--- src/rtl/alu_share_arbiter.sv ---
// Round-robin arbiter sequencing one shared ALU among NUM_REQ requesters, one op in flight.
// Latency: grant at T, alu_* at T+1, rsp_valid at T+2; holds in RESP until rsp_ready[id], no timeout.
module alu_share_arbiter #(
  parameter  int WIDTH   = 32,
  parameter  int NUM_REQ = 4,
  localparam int IDW     = $clog2(NUM_REQ)
) (
  input  logic                     clk,
  input  logic                     rst,
  input  logic [NUM_REQ-1:0]       req_valid,
  output logic [NUM_REQ-1:0]       req_ready,
  input  logic [NUM_REQ*3-1:0]     req_op,
  input  logic [NUM_REQ*WIDTH-1:0] req_a,
  input  logic [NUM_REQ*WIDTH-1:0] req_b,
  output logic [2:0]               alu_op,
  output logic [WIDTH-1:0]         alu_a,
  output logic [WIDTH-1:0]         alu_b,
  input  logic [WIDTH-1:0]         alu_result,
  input  logic                     alu_zero,
  output logic [NUM_REQ-1:0]       rsp_valid,
  output logic [WIDTH-1:0]         rsp_result,
  output logic                     rsp_zero,
  input  logic [NUM_REQ-1:0]       rsp_ready,
  output logic                     busy
);

  typedef enum logic [1:0] {
    IDLE = 2'd0,
    EXEC = 2'd1,
    RESP = 2'd2
  } state_t;

  typedef struct packed {
    logic [2:0]       op;
    logic [WIDTH-1:0] a;
    logic [WIDTH-1:0] b;
  } alu_req_t;

  state_t         state;
  logic [IDW-1:0] rr_ptr;
  logic [IDW-1:0] cur_id;
  logic [IDW-1:0] win_id;
  logic           win_vld;
  alu_req_t       req_arr [NUM_REQ];
  alu_req_t       win_dat;

  // Explicit wrap keeps the pointer legal for non-power-of-2 NUM_REQ.
  function automatic logic [IDW-1:0] next_id(input logic [IDW-1:0] id);
    return (id == IDW'(NUM_REQ - 1)) ? '0 : id + IDW'(1);
  endfunction

  function automatic logic [NUM_REQ-1:0] id_onehot(input logic [IDW-1:0] id);
    return {{(NUM_REQ-1){1'b0}}, 1'b1} << id;
  endfunction

  for (genvar i = 0; i < NUM_REQ; i++) begin : g_unpack
    assign req_arr[i].op = req_op[3*i +: 3];
    assign req_arr[i].a  = req_a[WIDTH*i +: WIDTH];
    assign req_arr[i].b  = req_b[WIDTH*i +: WIDTH];
  end

  // First valid requester at or after rr_ptr, walking upward with wrap.
  always_comb begin
    logic [IDW-1:0] idx;
    idx     = rr_ptr;
    win_vld = 1'b0;
    win_id  = '0;
    for (int k = 0; k < NUM_REQ; k++) begin
      if (!win_vld && req_valid[idx]) begin
        win_vld = 1'b1;
        win_id  = idx;
      end
      idx = next_id(idx);
    end
  end

  assign win_dat   = req_arr[win_id];
  assign req_ready = (state == IDLE && !rst && win_vld) ? id_onehot(win_id) : '0;
  assign busy      = (state != IDLE);

  always_ff @(posedge clk) begin
    if (rst) begin
      state      <= IDLE;
      rr_ptr     <= '0;
      cur_id     <= '0;
      alu_op     <= '0;
      alu_a      <= '0;
      alu_b      <= '0;
      rsp_valid  <= '0;
      rsp_result <= '0;
      rsp_zero   <= 1'b0;
    end else begin
      case (state)
        IDLE: begin
          if (win_vld) begin
            alu_op <= win_dat.op;
            alu_a  <= win_dat.a;
            alu_b  <= win_dat.b;
            cur_id <= win_id;
            state  <= EXEC;
          end
        end
        EXEC: begin
          rsp_result <= alu_result;
          rsp_zero   <= alu_zero;
          rsp_valid  <= id_onehot(cur_id);
          state      <= RESP;
        end
        RESP: begin
          if (rsp_ready[cur_id]) begin
            rsp_valid <= '0;
            rr_ptr    <= next_id(cur_id);
            state     <= IDLE;
          end
        end
        default: state <= IDLE;
      endcase
    end
  end

  a_ready_onehot: assert property (@(posedge clk) disable iff (rst) $onehot0(req_ready));
  a_rsp_onehot:   assert property (@(posedge clk) disable iff (rst) $onehot0(rsp_valid));
  a_no_grant_busy: assert property (@(posedge clk) disable iff (rst) busy |-> (req_ready == '0));

endmodule

--- config.mk ---
export PLATFORM = sky130hd
export DESIGN_NAME = alu_share_arbiter
export DESIGN_NICKNAME = d
export VERILOG_FILES = /design/src/rtl/alu_share_arbiter.sv
export SDC_FILE = /design/constraint.sdc
export NUM_CORES = 1
export LEC_CHECK = 0
export CORE_AREA = 2 2 163 165
export CTS_BUF_LIST = sky130_fd_sc_hd__clkbuf_16
export CTS_CLUSTER_SIZE = 12
export DETAILED_ROUTE_END_ITERATION = 7
export DIE_AREA = 0 0 165 167
export PLACE_DENSITY = 0.68
export SYNTH_ARGS = -nofsm -noshare
export SYNTH_HDL_FRONTEND = slang
export SYNTH_SLANG_ARGS = --single-unit
--- constraint.sdc ---
create_clock -name clk -period 3.3 [get_ports clk]
set_clock_uncertainty 0.05 [all_clocks]
set_input_delay 0.99 -clock clk [delete_from_list [all_inputs] [get_ports clk]]
set_output_delay 0.99 -clock clk [all_outputs]
set_load 0.05 [all_outputs]
== Yosys cells after proc, flatten, opt, wreduce, memory -nomap -nowiden ==
Cells that the tools add are included.
Widths: inputs -> output; s select.

* Shift-type cells: 2
* Equal/unequal tests: 8
* Order comparisons: 6
* Add/subtract/negate cells: 4
* Bitwise gates (word level): 1
* Reductions and logical operators: 16
* Mux-type cells: 31

{| class="wikitable"
|+ Operator list
! operator !! number
|-
| $bmux 67 s2 || 1
|-
| $mux 67 || 2
|-
| $mux 2 || 10
|-
| $lt 2x3->1 const B || 5
|-
| $bmux 1 s2 || 5
|-
| $eq 2x2->1 const B || 5
|-
| $mux 1 || 9
|-
| $add 2x1->2 const B || 4
|-
| $mux 4 || 2
|-
| $pmux 4 s2 || 1
|-
| $reduce_and 2->1 || 4
|-
| $shl 1x2->4 const A || 2
|-
| $pmux 2 s3 || 1
|-
| $logic_and 1x1->1 || 5
|-
| $logic_not 1->1 || 4
|-
| $ne 2x2->1 const B || 2
|-
| $reduce_bool 2->1 || 2
|-
| $ge 3x3->1 const B || 1
|-
| $not 2->3 || 1
|-
| $eq 2x1->1 const B || 1
|-
| $logic_not 2->1 || 1
|}

* Output and inout port bits: 109
* Bits in registers: 110
* Word-level logic and storage cells: 77

== Logic depth before layout (Yosys ltp) ==
* Depth in word-level cells: 16
* Gate-level depth with buffers: 12
* Mapped depth without buffers: 8

== Least setup slack after synthesis ==
Ideal clock, no wire load.

* Path type: input to output
* Start point: input port req_valid[0]
* End point: output port req_ready[1]
* Path buffers: 0
* Arrival time: 3.708 ns
* Setup slack: -1.448 ns
* Stages on the path: 7
* Cells stage by stage: or3b_1 a221o_1 a21boi_2 nor2b_1 a2bb2oi_2 nand2_1 nor4_1

* Word-level cells in the longest chain between the ends: 14
* Elaborated cells between the ends (all ways): 25
* Classes of those cells: 1 x shift; 17 x mux; 7 x reduce/logical

{| class="wikitable"
|+ RTL lines
! what !! RTL line !! source
|-
| from (decl) || 10 || <nowiki>input logic [NUM_REQ-1:0] req_valid,</nowiki>
|-
| $bmux 1 s2 || 69 || <nowiki>if (!win_vld && req_valid[idx]) begin</nowiki>
|-
| $mux 1 (implied by the code) || 69 ||
|-
| $mux 1 || 69 ||
|-
| $logic_not 1->1 || 69 ||
|-
| $logic_and 1x1->1 || 69 ||
|-
| $mux 1 || 69 ||
|-
| $logic_not 1->1 || 69 ||
|-
| $logic_and 1x1->1 || 69 ||
|-
| $mux 1 || 69 ||
|-
| $logic_not 1->1 || 69 ||
|-
| $logic_and 1x1->1 || 69 ||
|-
| $mux 2 / $mux 1 (equally long branches) || 69 ||
|-
| $shl 1x2->4 / $logic_and 1x1->1 (equally long branches) || 53, 78 ||
|-
| $mux 4 * || 78 || <nowiki>assign req_ready = (state == IDLE && !rst && win_vld) ? id_onehot(win_id) : '0;</nowiki>
|-
| to (decl) || 11 || <nowiki>output logic [NUM_REQ-1:0] req_ready,</nowiki>
|}

Mark *: on every way between the ends. The rest lies on a longest branch, timed or not. The select of a mux whose other input is x is not followed.

== Final worst setup path ==
* Start point: input port req_valid[0]
* End point: output port req_ready[0]

Same word-level chain as after synthesis.

==> impl_metrics.toml <==
[run_status]
status = "finished, violations left"
failed_checks = "negative setup slack"

[synth]
postSynthNetCount = 941
netlist_top_cells_area = "dfxtp_1, mux2i_1, nand2_1"
yosys_most_used_dff = "dfxtp_1"
synth-simple-area-share_pct = 12.3
synth_cells = 625
yosys.area_share.xor_xnor_pct = 0.144
synth_top_family_by_area = "multiplexers"
fraction_of_synthesized_cell_area_taken_by_the_top_area_cell_type_pct = 36.2
synth_mux_area_share_pct = 23.9
yosys_warnings = 0
synth_compound_gate_area_share_pct = 19.6
postSynthRegisterBits = 110
post_synthesis_cell_type_count = 53
synth_common_cells = "nand2_1, mux2i_1, dfxtp_1"
asyncSetResetFlopFracSynth_pct = 0
synth.most_common_cell = "nand2_1"
post_synth_instance_area_um2 = 6080
synth-seq-area-share_pct = 36.2
synth.avg_cell_area_um2 = 9.73
synth-edff-count = 0
yosys.area_share.adder_pct = 1.03
synth.largest_area_cell = "dfxtp_1"

[timing]
post-route-min-period_ns = 3.85
setup_viol = 4
final_hold_viol_count = 0
setup_repair_after_global_routing_missed_its_margin = "true"
timing_max_transition_violations_final = 0
timing_worst_slew_pin_value_ns = 0.778
timing.final.ws_setup_ns = -0.546
max_slew_margin_pct = 47.9
period_utilization_post_route_pct = 117
fmax_ghz = 0.260

[setup_path]
critical_path_endpoint_category = "primary output"
worst_path_dominant_cell_family = "buffers and inverters"
worst_ep_required_time_ns = 2.26
critPathSlowestCell = "mux4_2"
crit_arrival_ns = 2.81
cpMostUsedCell = "buf_6"
path_buf_inv = 4
worstPathMaxFanout = 4
cp_peak_stage_delay_ns = 0.50
critical_path.cell_chain = "buf_8, buf_6, mux4_2, o211a_4, a2bb2oi_4, buf_6, and2_4, nor4_4, buf_12"
critPathLaunchType = "input port"
classification_of_the_worst_setup_path = "in2out"

[final_layout]
finish.instance_area_um2 = 11300
n_fill_cell = 2523
post-route-util_pct = 44.0
antennaDiodeCount = 0
syn2layout_area_growth_pct = 86.3
num-nets-final = 1362
share_of_layout_cells_above_drive_strength_1_pct = 13.4

[cts]
worst_skew_pair.late_latency_ns = 0.35
htreeDepth = 3
clock-root-buffer = "clkbuf_16"
clock-sinks = 110
cts.hold.buffers_added = 0
clockBufferDepth = 2
cts_made_buffers = 9
clkTransAtPathRegs_ns = 0.08
tritoncts_clock_tree = "built"

[power]
power_leakage_nw = 4.01
power.share.switching_pct = 40.6
vdd_drop_max_mv = 0.327
total_power_mw = 5.50
power.switching_mw = 2.24
combPwrFrac_pct = 49.0
clock_power_share_pct = 20.6
seq_power_share_pct = 30.3
internal_power_of_the_cells_mw = 3.27
power.density_cell_area_nw_per_um2 = 486

[floorplanning]
placeableCoreArea_um2 = 25800
die_area_um2 = 27600
rows = 59
initial_core_util_pct = 23.6
die_height_um = 167
die_w_um = 165
floorplan.io_pins = 420

[place]
global_placer_s_final_weighted_congestion = 0.789
detailedPlace.worstSlack_ns = -0.940
place_area_um2 = 10800
io_buffer_count = 419
dp_hpwl_um = 19600

[drt]
final_antenna_net_count = 0
drt-total-wl_um = 25500
vias = 6445
post-route-drc-count = 0
drt_iter0_markers = 266
route.detailed.wl_per_inst_um = 18.4
routed_vias_inst = 4.65
firstDrtPassIters = 4

[global_routing]
grt_max_degree = 46
via_count_of_the_first_global_routing_pass = 6521
grt_remaining_overflow = 0
antenna_found_initial = 1
grt_first_pass_wirelength_um = 36800
globalRouteTotalUtil_pct = 17.5

[flow_run]
max-cap-violations = 0

[worst_hold_path]
worstHoldPathType = "reg2reg"
placed cells by master (no fill, tap or decap), types with 2 or more instances in the layout:
cell               n
mux2i_1          136
and3_4             2
buf_12            13
buf_4             29
nand3b_1           2
nand2_1          141
dfxtp_1          108
a21boi_2           2
nor2b_2            2
mux2_4             2
a32o_1             2
o21ai_0            2
o21ai_2            2
dfxtp_2            2
buf_2              3
buf_6              7
clkinv_8           2
clkbuf_16          9
nor4_4             2
a21oi_1           41
clkdlybuf4s50_1  410
nor2_1             7
inv_1              4
inv_6              3
or2_2              2
o221ai_1          36
nand3_1            5
ha_1               4
o221ai_2          31
mux4_2             2
cell families (layout without fill, tap and decap cells):
group | Yosys count | after routing
muxes | 142 | 142
DFF | 110 | 110
and+or+nand+nor | 177 | 177
adders and majority gates | 5 | 5
AOI/OAI and AO/OA | 131 | 131
xor gates and xnor gates | 1 | 1
buffers and inverters | 59 | 485
power groups by stage:
stage                     Sequential, mW  Clock [mW]  Combinational, mW
after floorplan                     2.41           0              0.867
after global placement              1.69           0               2.64
after detailed placement            1.70           0               2.65
after CTS                           1.67        1.19               2.70
after global routing                1.70        1.23               2.84
final                               1.67        1.14               2.70
worst min-delay path, stage by stage, from the launching register on:
cell and delay, ns:
dfxtp_1 0.31, nand2_1 0.05, a21oi_1 0.05
layer usage:
layer	global-route usage [%]	part of all wire, %	vias to the layer above
met1	19.7	40	2993
met2	32.2	51	279
met5	0	0	-
met4	3.48	1.2	0
met3	5.18	8.3	22
li1	-	-	3151
flip-flops by register name, indices dropped and copies added, names as in the netlist:
| name | count |
|---|---|
| state | 2 |
| rsp_valid | 4 |
| alu_b | 32 |
| cur_id | 2 |
| rr_ptr | 2 |
| rsp_result | 32 |
| alu_a | 32 |
| rsp_zero | 1 |
| alu_op | 3 |
final timing paths:
| path | to | cells past startpoint | from | slack [ns] |
|---|---|---|---|---|
| setup / recovery | req_ready[0] | 9 | req_valid[0] | -0.55 |
| hold reg to reg | rsp_result[26]$_SDFFE_PP0P_ | 2 | rsp_result[26]$_SDFFE_PP0P_ | 0.41 |
| setup reg to reg | alu_a[16]$_SDFFE_PP0P_ | 12 | rr_ptr[1]$_SDFFE_PP0P_ | 0.21 |
| hold / removal | rsp_result[26]$_SDFFE_PP0P_ | 2 | rsp_result[26]$_SDFFE_PP0P_ | 0.41 |
through the flow:
step / hold WS (ns) / cells / setup TNS, ns
after floorplan: 0.436 / 625 / -1.50
after global placement: 0.391 / 1360 / -39.61
after detailed placement: 0.396 / 1360 / -42.86
after CTS: 0.408 / 1384 / -2.18
after global routing: 0.423 / 1386 / -2.18
final: 0.407 / 1386 / -1.92
final cells by class:
type	instances	area [um^2]	share of cell area (%)
Inverter	4	15.0	0.133
Clock buffer	9	225	1.99
Sequential cell	110	2200	19.5
Clock inverter	7	75.1	0.663
Multi-Input combinational cell	456	3640	32.1
Tap cell	335	419	3.70
Timing Repair Buffer	465	4750	41.9
timing repair:
| action | CTS | global route |
|---|---|---|
| resized for setup | 29 | 22 |
| pin swaps | 12 | 11 |
| buffers inserted | 7 | 2 |
| gates cloned | 1 | 0 |
| setup endpoints to repair | 67 | 36 |
| endpoints found under the hold margin | 0 | 0 |
Note: power is estimated with default switching activity, not from simulation.
